===== src/rtl/rggen_rtl_pkg.sv =====
// -----------------------------------------------------------------------------
// rggen_rtl_pkg
//   Shared rggen register-bus types used by bus adapters and arbiters.
//   - rggen_access : 2-bit access kind carried with each request
//   - rggen_status : 2-bit completion status returned with each response
// -----------------------------------------------------------------------------
package rggen_rtl_pkg;

  typedef enum logic [1:0] {
    RGGEN_POSTED_WRITE = 2'b01,
    RGGEN_READ         = 2'b10,
    RGGEN_WRITE        = 2'b11
  } rggen_access;

  typedef enum logic [1:0] {
    RGGEN_OKAY        = 2'b00,
    RGGEN_EXOKAY      = 2'b01,
    RGGEN_SLAVE_ERROR = 2'b10,
    RGGEN_ERROR       = 2'b11
  } rggen_status;

endpackage


===== src/rtl/rggen_bus_arbiter_rr_select.sv =====
// -----------------------------------------------------------------------------
// rggen_bus_arbiter_rr_select
//   Purely combinational round-robin winner search, reusable by any rggen
//   block that shares one resource among N requesters.
//   Ports:
//     i_request : N-bit request vector
//     i_pointer : index of the highest-priority requester (must be < N)
//     o_grant   : one-hot winner, or zero when nothing is requested
// -----------------------------------------------------------------------------
module rggen_bus_arbiter_rr_select #(
  parameter int N  = 2,
  parameter int PW = (N > 1) ? $clog2(N) : 1
) (
  input  logic [N-1:0]  i_request,
  input  logic [PW-1:0] i_pointer,
  output logic [N-1:0]  o_grant
);

  // Two copies of the request vector turn the modulo wrap into a linear
  // search: the first set bit at or above the pointer is the winner.
  logic [2*N-1:0] request_x2;

  assign request_x2 = {i_request, i_request};

  always_comb begin
    // NOTE: every always_comb output gets a default before any branch so no
    // path leaves it unassigned, which would infer a latch.
    o_grant = '0;
    // Scanning downward lets the lowest qualifying index overwrite the rest.
    for (int i = 2*N-1; i >= 0; i--) begin
      if (request_x2[i] && (i >= int'(i_pointer))) begin
        o_grant = N'(1) << (i % N);
      end
    end
  end

endmodule


===== src/rtl/rggen_bus_arbiter.sv =====
// -----------------------------------------------------------------------------
// rggen_bus_arbiter
//   Shares one downstream rggen register-bus port among HOSTS requesters with
//   round-robin arbitration. The grant is registered in an IDLE cycle and held
//   until the downstream completes; the response is routed to the granted
//   host only.
//
//   Build option:
//     RGGEN_BUS_ARBITER_TIMEOUT_EN - when defined, a BUSY transfer that sees no
//       i_ready for TIMEOUT_CYCLES cycles is completed with RGGEN_SLAVE_ERROR.
//
//   Ports:
//     i_clk, i_rst_n       clock, asynchronous active-low reset
//     i_host_*             per-host request (valid, access, address, data, strobe)
//     o_host_ready         per-host completion pulse (one-hot or zero)
//     o_host_status/_read_data  shared response, zero outside completion
//     o_valid..o_strobe    downstream request
//     i_ready/_status/_read_data  downstream response
//     o_grant, o_busy      registered grant and transfer-in-flight flag
// -----------------------------------------------------------------------------
module rggen_bus_arbiter
  import rggen_rtl_pkg::*;
#(
  parameter int HOSTS          = 2,
  parameter int ADDRESS_WIDTH  = 8,
  parameter int BUS_WIDTH      = 32,
  parameter int TIMEOUT_CYCLES = 256
) (
  input  logic                              i_clk,
  input  logic                              i_rst_n,
  input  logic [HOSTS-1:0]                  i_host_valid,
  input  logic [HOSTS*2-1:0]                i_host_access,
  input  logic [HOSTS*ADDRESS_WIDTH-1:0]    i_host_address,
  input  logic [HOSTS*BUS_WIDTH-1:0]        i_host_write_data,
  input  logic [HOSTS*(BUS_WIDTH/8)-1:0]    i_host_strobe,
  output logic [HOSTS-1:0]                  o_host_ready,
  output logic [1:0]                        o_host_status,
  output logic [BUS_WIDTH-1:0]              o_host_read_data,
  output logic                              o_valid,
  output logic [1:0]                        o_access,
  output logic [ADDRESS_WIDTH-1:0]          o_address,
  output logic [BUS_WIDTH-1:0]              o_write_data,
  output logic [BUS_WIDTH/8-1:0]            o_strobe,
  input  logic                              i_ready,
  input  logic [1:0]                        i_status,
  input  logic [BUS_WIDTH-1:0]              i_read_data,
  output logic [HOSTS-1:0]                  o_grant,
  output logic                              o_busy
);

  localparam int STROBE_WIDTH  = BUS_WIDTH / 8;
  localparam int POINTER_WIDTH = (HOSTS > 1) ? $clog2(HOSTS) : 1;

  if ((HOSTS < 1) || (HOSTS > 16) || (TIMEOUT_CYCLES < 1)) begin : g_param_check
    $error("rggen_bus_arbiter: HOSTS must be 1..16 and TIMEOUT_CYCLES >= 1");
  end

  typedef enum logic {
    IDLE = 1'b0,
    BUSY = 1'b1
  } state_e;

  state_e                   state_q, state_d;
  logic [HOSTS-1:0]         grant_q, grant_d;
  logic [POINTER_WIDTH-1:0] pointer_q, pointer_d;
  logic [POINTER_WIDTH-1:0] pointer_next;
  logic [HOSTS-1:0]         select;
  logic                     busy;
  logic                     timeout;
  logic                     complete;

  rggen_bus_arbiter_rr_select #(
    .N  (HOSTS),
    .PW (POINTER_WIDTH)
  ) u_rr_select (
    .i_request (i_host_valid),
    .i_pointer (pointer_q),
    .o_grant   (select)
  );

  assign busy     = (state_q == BUSY);
  assign complete = busy && (i_ready || timeout);
  assign o_valid  = busy;
  assign o_busy   = busy;
  assign o_grant  = grant_q;

  // The grant is one-hot or zero, so an AND-OR mux suffices and the
  // downstream fields read as zero whenever nothing is granted.
  always_comb begin
    o_access     = '0;
    o_address    = '0;
    o_write_data = '0;
    o_strobe     = '0;
    pointer_next = '0;
    for (int h = 0; h < HOSTS; h++) begin
      if (grant_q[h]) begin
        o_access     |= i_host_access[2*h +: 2];
        o_address    |= i_host_address[ADDRESS_WIDTH*h +: ADDRESS_WIDTH];
        o_write_data |= i_host_write_data[BUS_WIDTH*h +: BUS_WIDTH];
        o_strobe     |= i_host_strobe[STROBE_WIDTH*h +: STROBE_WIDTH];
        pointer_next  = (h == HOSTS-1) ? '0 : POINTER_WIDTH'(h + 1);
      end
    end
  end

`ifdef RGGEN_BUS_ARBITER_TIMEOUT_EN
  localparam int COUNTER_WIDTH = $clog2(TIMEOUT_CYCLES) + 1;

  logic [COUNTER_WIDTH-1:0] counter_q, counter_d;

  assign timeout = busy && !i_ready
                && (counter_q == COUNTER_WIDTH'(TIMEOUT_CYCLES - 1));

  // Held at zero while IDLE, so every BUSY period starts counting from zero.
  always_comb begin
    counter_d = '0;
    if (busy && !i_ready) begin
      counter_d = counter_q + COUNTER_WIDTH'(1);
    end
  end

  always_ff @(posedge i_clk or negedge i_rst_n) begin
    if (!i_rst_n) begin
      counter_q <= '0;
    end else begin
      counter_q <= counter_d;
    end
  end
`else
  assign timeout = 1'b0;
`endif

  // Response pass-through: i_ready has priority over a coinciding timeout.
  always_comb begin
    o_host_ready     = complete ? grant_q : '0;
    o_host_status    = '0;
    o_host_read_data = '0;
    if (busy && i_ready) begin
      o_host_status    = i_status;
      o_host_read_data = i_read_data;
    end else if (timeout) begin
      o_host_status    = RGGEN_SLAVE_ERROR;
    end
  end

  always_comb begin
    state_d   = state_q;
    grant_d   = grant_q;
    pointer_d = pointer_q;
    case (state_q)
      IDLE: begin
        if (|i_host_valid) begin
          grant_d = select;
          state_d = BUSY;
        end
      end
      BUSY: begin
        if (complete) begin
          grant_d   = '0;
          pointer_d = pointer_next;
          state_d   = IDLE;
        end
      end
      default: state_d = IDLE;
    endcase
  end

  always_ff @(posedge i_clk or negedge i_rst_n) begin
    // NOTE: state registers use non-blocking assignments so every flop
    // samples the pre-edge values regardless of statement order.
    if (!i_rst_n) begin
      state_q   <= IDLE;
      grant_q   <= '0;
      pointer_q <= '0;
    end else begin
      state_q   <= state_d;
      grant_q   <= grant_d;
      pointer_q <= pointer_d;
    end
  end

  // Hosts must hold valid and request fields until their own ready.
  for (genvar h = 0; h < HOSTS; h++) begin : g_protocol
    assert property (@(posedge i_clk) disable iff (!i_rst_n)
      (i_host_valid[h] && !o_host_ready[h]) |=>
        (i_host_valid[h]
         && $stable(i_host_access[2*h +: 2])
         && $stable(i_host_address[ADDRESS_WIDTH*h +: ADDRESS_WIDTH])))
      else $error("rggen_bus_arbiter: host %0d dropped or changed its request before ready", h);
  end

endmodule


===== config.mk =====
export PLATFORM = sky130hd
export DESIGN_NAME = rggen_bus_arbiter
export DESIGN_NICKNAME = d
export VERILOG_FILES = /design/src/rtl/rggen_rtl_pkg.sv /design/src/rtl/rggen_bus_arbiter_rr_select.sv /design/src/rtl/rggen_bus_arbiter.sv
export SDC_FILE = /design/constraint.sdc
export NUM_CORES = 1
export LEC_CHECK = 0
export CAP_MARGIN = 20
export CORE_AREA = 2 2 83 85
export CTS_BUF_LIST = sky130_fd_sc_hd__clkbuf_4 sky130_fd_sc_hd__clkbuf_8
export CTS_CLUSTER_DIAMETER = 60
export CTS_CLUSTER_SIZE = 24
export DETAILED_ROUTE_END_ITERATION = 6
export DIE_AREA = 0 0 85 87
export GPL_TIMING_DRIVEN = 0
export PLACE_DENSITY = 0.67
export SLEW_MARGIN = 25
export SYNTH_ARGS = -nofsm -noshare
export SYNTH_HDL_FRONTEND = slang
export SYNTH_SLANG_ARGS = --single-unit

===== constraint.sdc =====
create_clock -name i_clk -period 1.8 [get_ports i_clk]
set_input_delay 0.45 -clock i_clk [delete_from_list [all_inputs] [get_ports i_clk]]
set_output_delay 0.45 -clock i_clk [all_outputs]
set_load 0.05 [all_outputs]

==> impl_metrics.tcl <==
set metrics [dict create \
    max-slew-margin-rel 0.662 \
    synthSimpleGateAreaFrac 0.266 \
    synth-compound-area-share 0.457 \
    stdcell_count 417 \
    synth_fp_nets 247 \
    grt_overflow_total 0 \
    clkSinkCount 4 \
    first_iter_violations 20 \
    finalHoldWorstSlack_ns 0.433 \
    synth_adder_area_share 0 \
    postRouteAntennaNets 0 \
    post-route-period-util 0.994 \
    finalSetupViolCount 0 \
    clk_latency_ns 0.22 \
    grt_use_met2 0.281 \
    io_pins 217 \
    postSynthAreaPerCell_sq_um 8.17 \
    clkTransAtPathRegs_ns 0.04 \
    syn_inst 116 \
    grtUsageMet3 0.0483 \
    cp_max_fo 1 \
    grt_pass1_vias 1807 \
    fillers 626 \
    critPathKind "primary input to primary output" \
    die_w_microns 85 \
    final_max_slew_viol_count 0 \
    synth.area.top_cells "a22o_1 (43%), and3_1 (20%), dfrtp_1 (11%)" \
    htree_levels 1 \
    met1_usage 0.170 \
    syn_area_sq_um 947 \
    grt_setup_unrepaired "true" \
    worstSetupStartpointType "primary input" \
    yosysUniqueCellTypes 18 \
    ys_warn_count 0 \
    power_density_nw_per_um2 740 \
    grt_first_pass_wirelength_mm 9.10 \
    yosys_register_bits 4 \
    root_buffer "clkbuf_8" \
    synthMuxAreaShare 0.0330 \
    gp_congestion 0.780 \
    layout.nets 469 \
    synth_edf_count 0 \
    area_delta_synth_final_pct 244 \
    status "completed" \
    synth_top_family_by_area "compound AO/OA/AOI/OAI gates" \
    grt_max_degree 11 \
    antenna_found_initial 0 \
    worstMarginPinSlew_ns 0.509 \
    die_h_microns 87 \
    yosys.area.top_type "a22o_1" \
    dr.pass1.iters 4 \
    post-route-cell-area_sq_um 3260 \
    drc 0 \
    io_buffers 216 \
    critical_path_arrival_ns 1.34 \
    via_per_inst 4.53 \
    cts_tree "built" \
    leakage_nw 1.58 \
    top_usage_layer "met2" \
    netlist.area_leader.share 0.425 \
    num_vias 1888 \
    fmax_mhz 559 \
    drt_wl_total_mm 6.53 \
    start_util 0.144 \
    clock_path_buffers 2 \
    crit_required_ns 1.35 \
    hold_path_class "primary input to async pin" \
    place_area_sq_um 3260 \
    holdBufCountCts 0 \
    ys_seq_area_frac 0.106 \
    diodes 0 \
    max-cap-violations 0 \
    vdd_drop_max_v 0.000420 \
    dp.cells 412 \
    final_hold_viol_count 0 \
    clock_skew_ns 0.00874 \
    synthFlopType "dfrtp_1" \
    cts_made_buffers 3 \
    synth-xor-area-share 0 \
    netlist_top_cells_count "a22o_1 (46), and3_1 (31), buf_2 (6)" \
    coreArea_sq_um 6570 \
    dieArea_sq_um 7400 \
    synth_most_common_cell "a22o_1" \
    wl_per_cell_microns 15.7 \
    hpwl_mm 5.33 \
    drive_above_1_share 0.487 \
    rows 30 \
    fin_crit_ns 1.79 \
    post_cts_buffers 0 \
    globalRouteTotalUtil 0.151 \
    worstSetupEndpointType "primary output" \
    synthArstFlopShare 1.00 \
]
[power by group]
| group | switching, mW | total, mW | internal [mW] |
|---|---|---|---|
| registers | 0.0215 | 0.130 | 0.109 |
| logic | 1.23 | 2.06 | 0.831 |
| clock network | 0.0504 | 0.217 | 0.167 |
| total | 1.30 | 2.41 | 1.11 |
[timing repair]
action | CTS | global route
resized for setup | 499 | 31
gates cloned | 1 | 0
endpoints found under the setup margin | 86 | 45
[cells by family (layout without fill, tap and decap cells)]
group	after synthesis	in the layout
AO/OA/AOI/OAI	49	49
flip-flops	4	4
multiplexers	3	3
buffers and inverters	20	241
AND/OR/NAND/NOR	40	40
[metal layers]
metal	part of all wire	vias up
met3	0.090	10
met4	0.014	0
li1	-	913
met5	0	-
met1	0.36	857
met2	0.53	108
[worst max-delay path, stage by stage]
cell and delay (ns):
clkdlybuf4s50_1 0.46, and3_2 0.17, buf_2 0.26
[through the flow]
step / total power [mW] / setup slack (ns) / TNS [ns] / utilization
after floorplan: 1.43 / 0.0805 / 0 / -
after global placement: 2.23 / -0.987 / -54.37 / 0.496
after detailed placement: 2.23 / -0.991 / -55.42 / 0.496
after CTS: 2.39 / -0.00397 / -0.00961 / 0.480
after global routing: 2.51 / -0.0337 / -0.481 / 0.496
final: 2.41 / 0.0108 / 0 / 0.496
[layout by cell type, fill, tap and decap left out]
cell type,instances
a22o_1,8
a22o_2,38
a32o_1,2
and3_1,22
and3_2,5
and3_4,9
buf_2,37
buf_4,6
buf_6,44
buf_8,3
clkbuf_2,4
clkbuf_4,8
clkbuf_8,4
clkdlybuf4s15_2,1
clkdlybuf4s50_1,129
dfrtp_1,1
dfrtp_2,3
dlygate4sd2_1,4
inv_1,1
mux2_2,1
mux2i_1,2
nand2_1,2
nand2b_1,1
nor2b_1,1
o31a_2,1
[flip-flops by register name (all words and copies together), names as in the netlist]
signal	flops
o_busy	1
o_grant	2
pointer_q	1
[final cells by class]
cell class	count	area, sq um	area share
buffer	19	170	0.0522
timing repair buffer	217	2020	0.621
inverter	1	3.75	0.00115
tap	80	100	0.0307
sequential	4	104	0.0319
multi-input combinational	92	808	0.248
clock buffer	4	48.8	0.0150
[path summary, 6_finish.rpt]
check | depth (start not counted) | to | slack, ns | start
setup / recovery | 3 | o_host_status[0] | 0.01 | i_status[0]
setup reg to reg | 3 | o_grant[0] | 0.74 | o_grant[0]
max in group asynchronous | 1 | o_busy | 1.17 | i_rst_n
hold / removal | 1 | o_grant[0] | 0.43 | i_rst_n
hold reg to reg | 1 | pointer_q | 0.54 | pointer_q
min in group i_clk | 1 | pointer_q | 0.54 | pointer_q
Power figures use the tool's default switching activity.
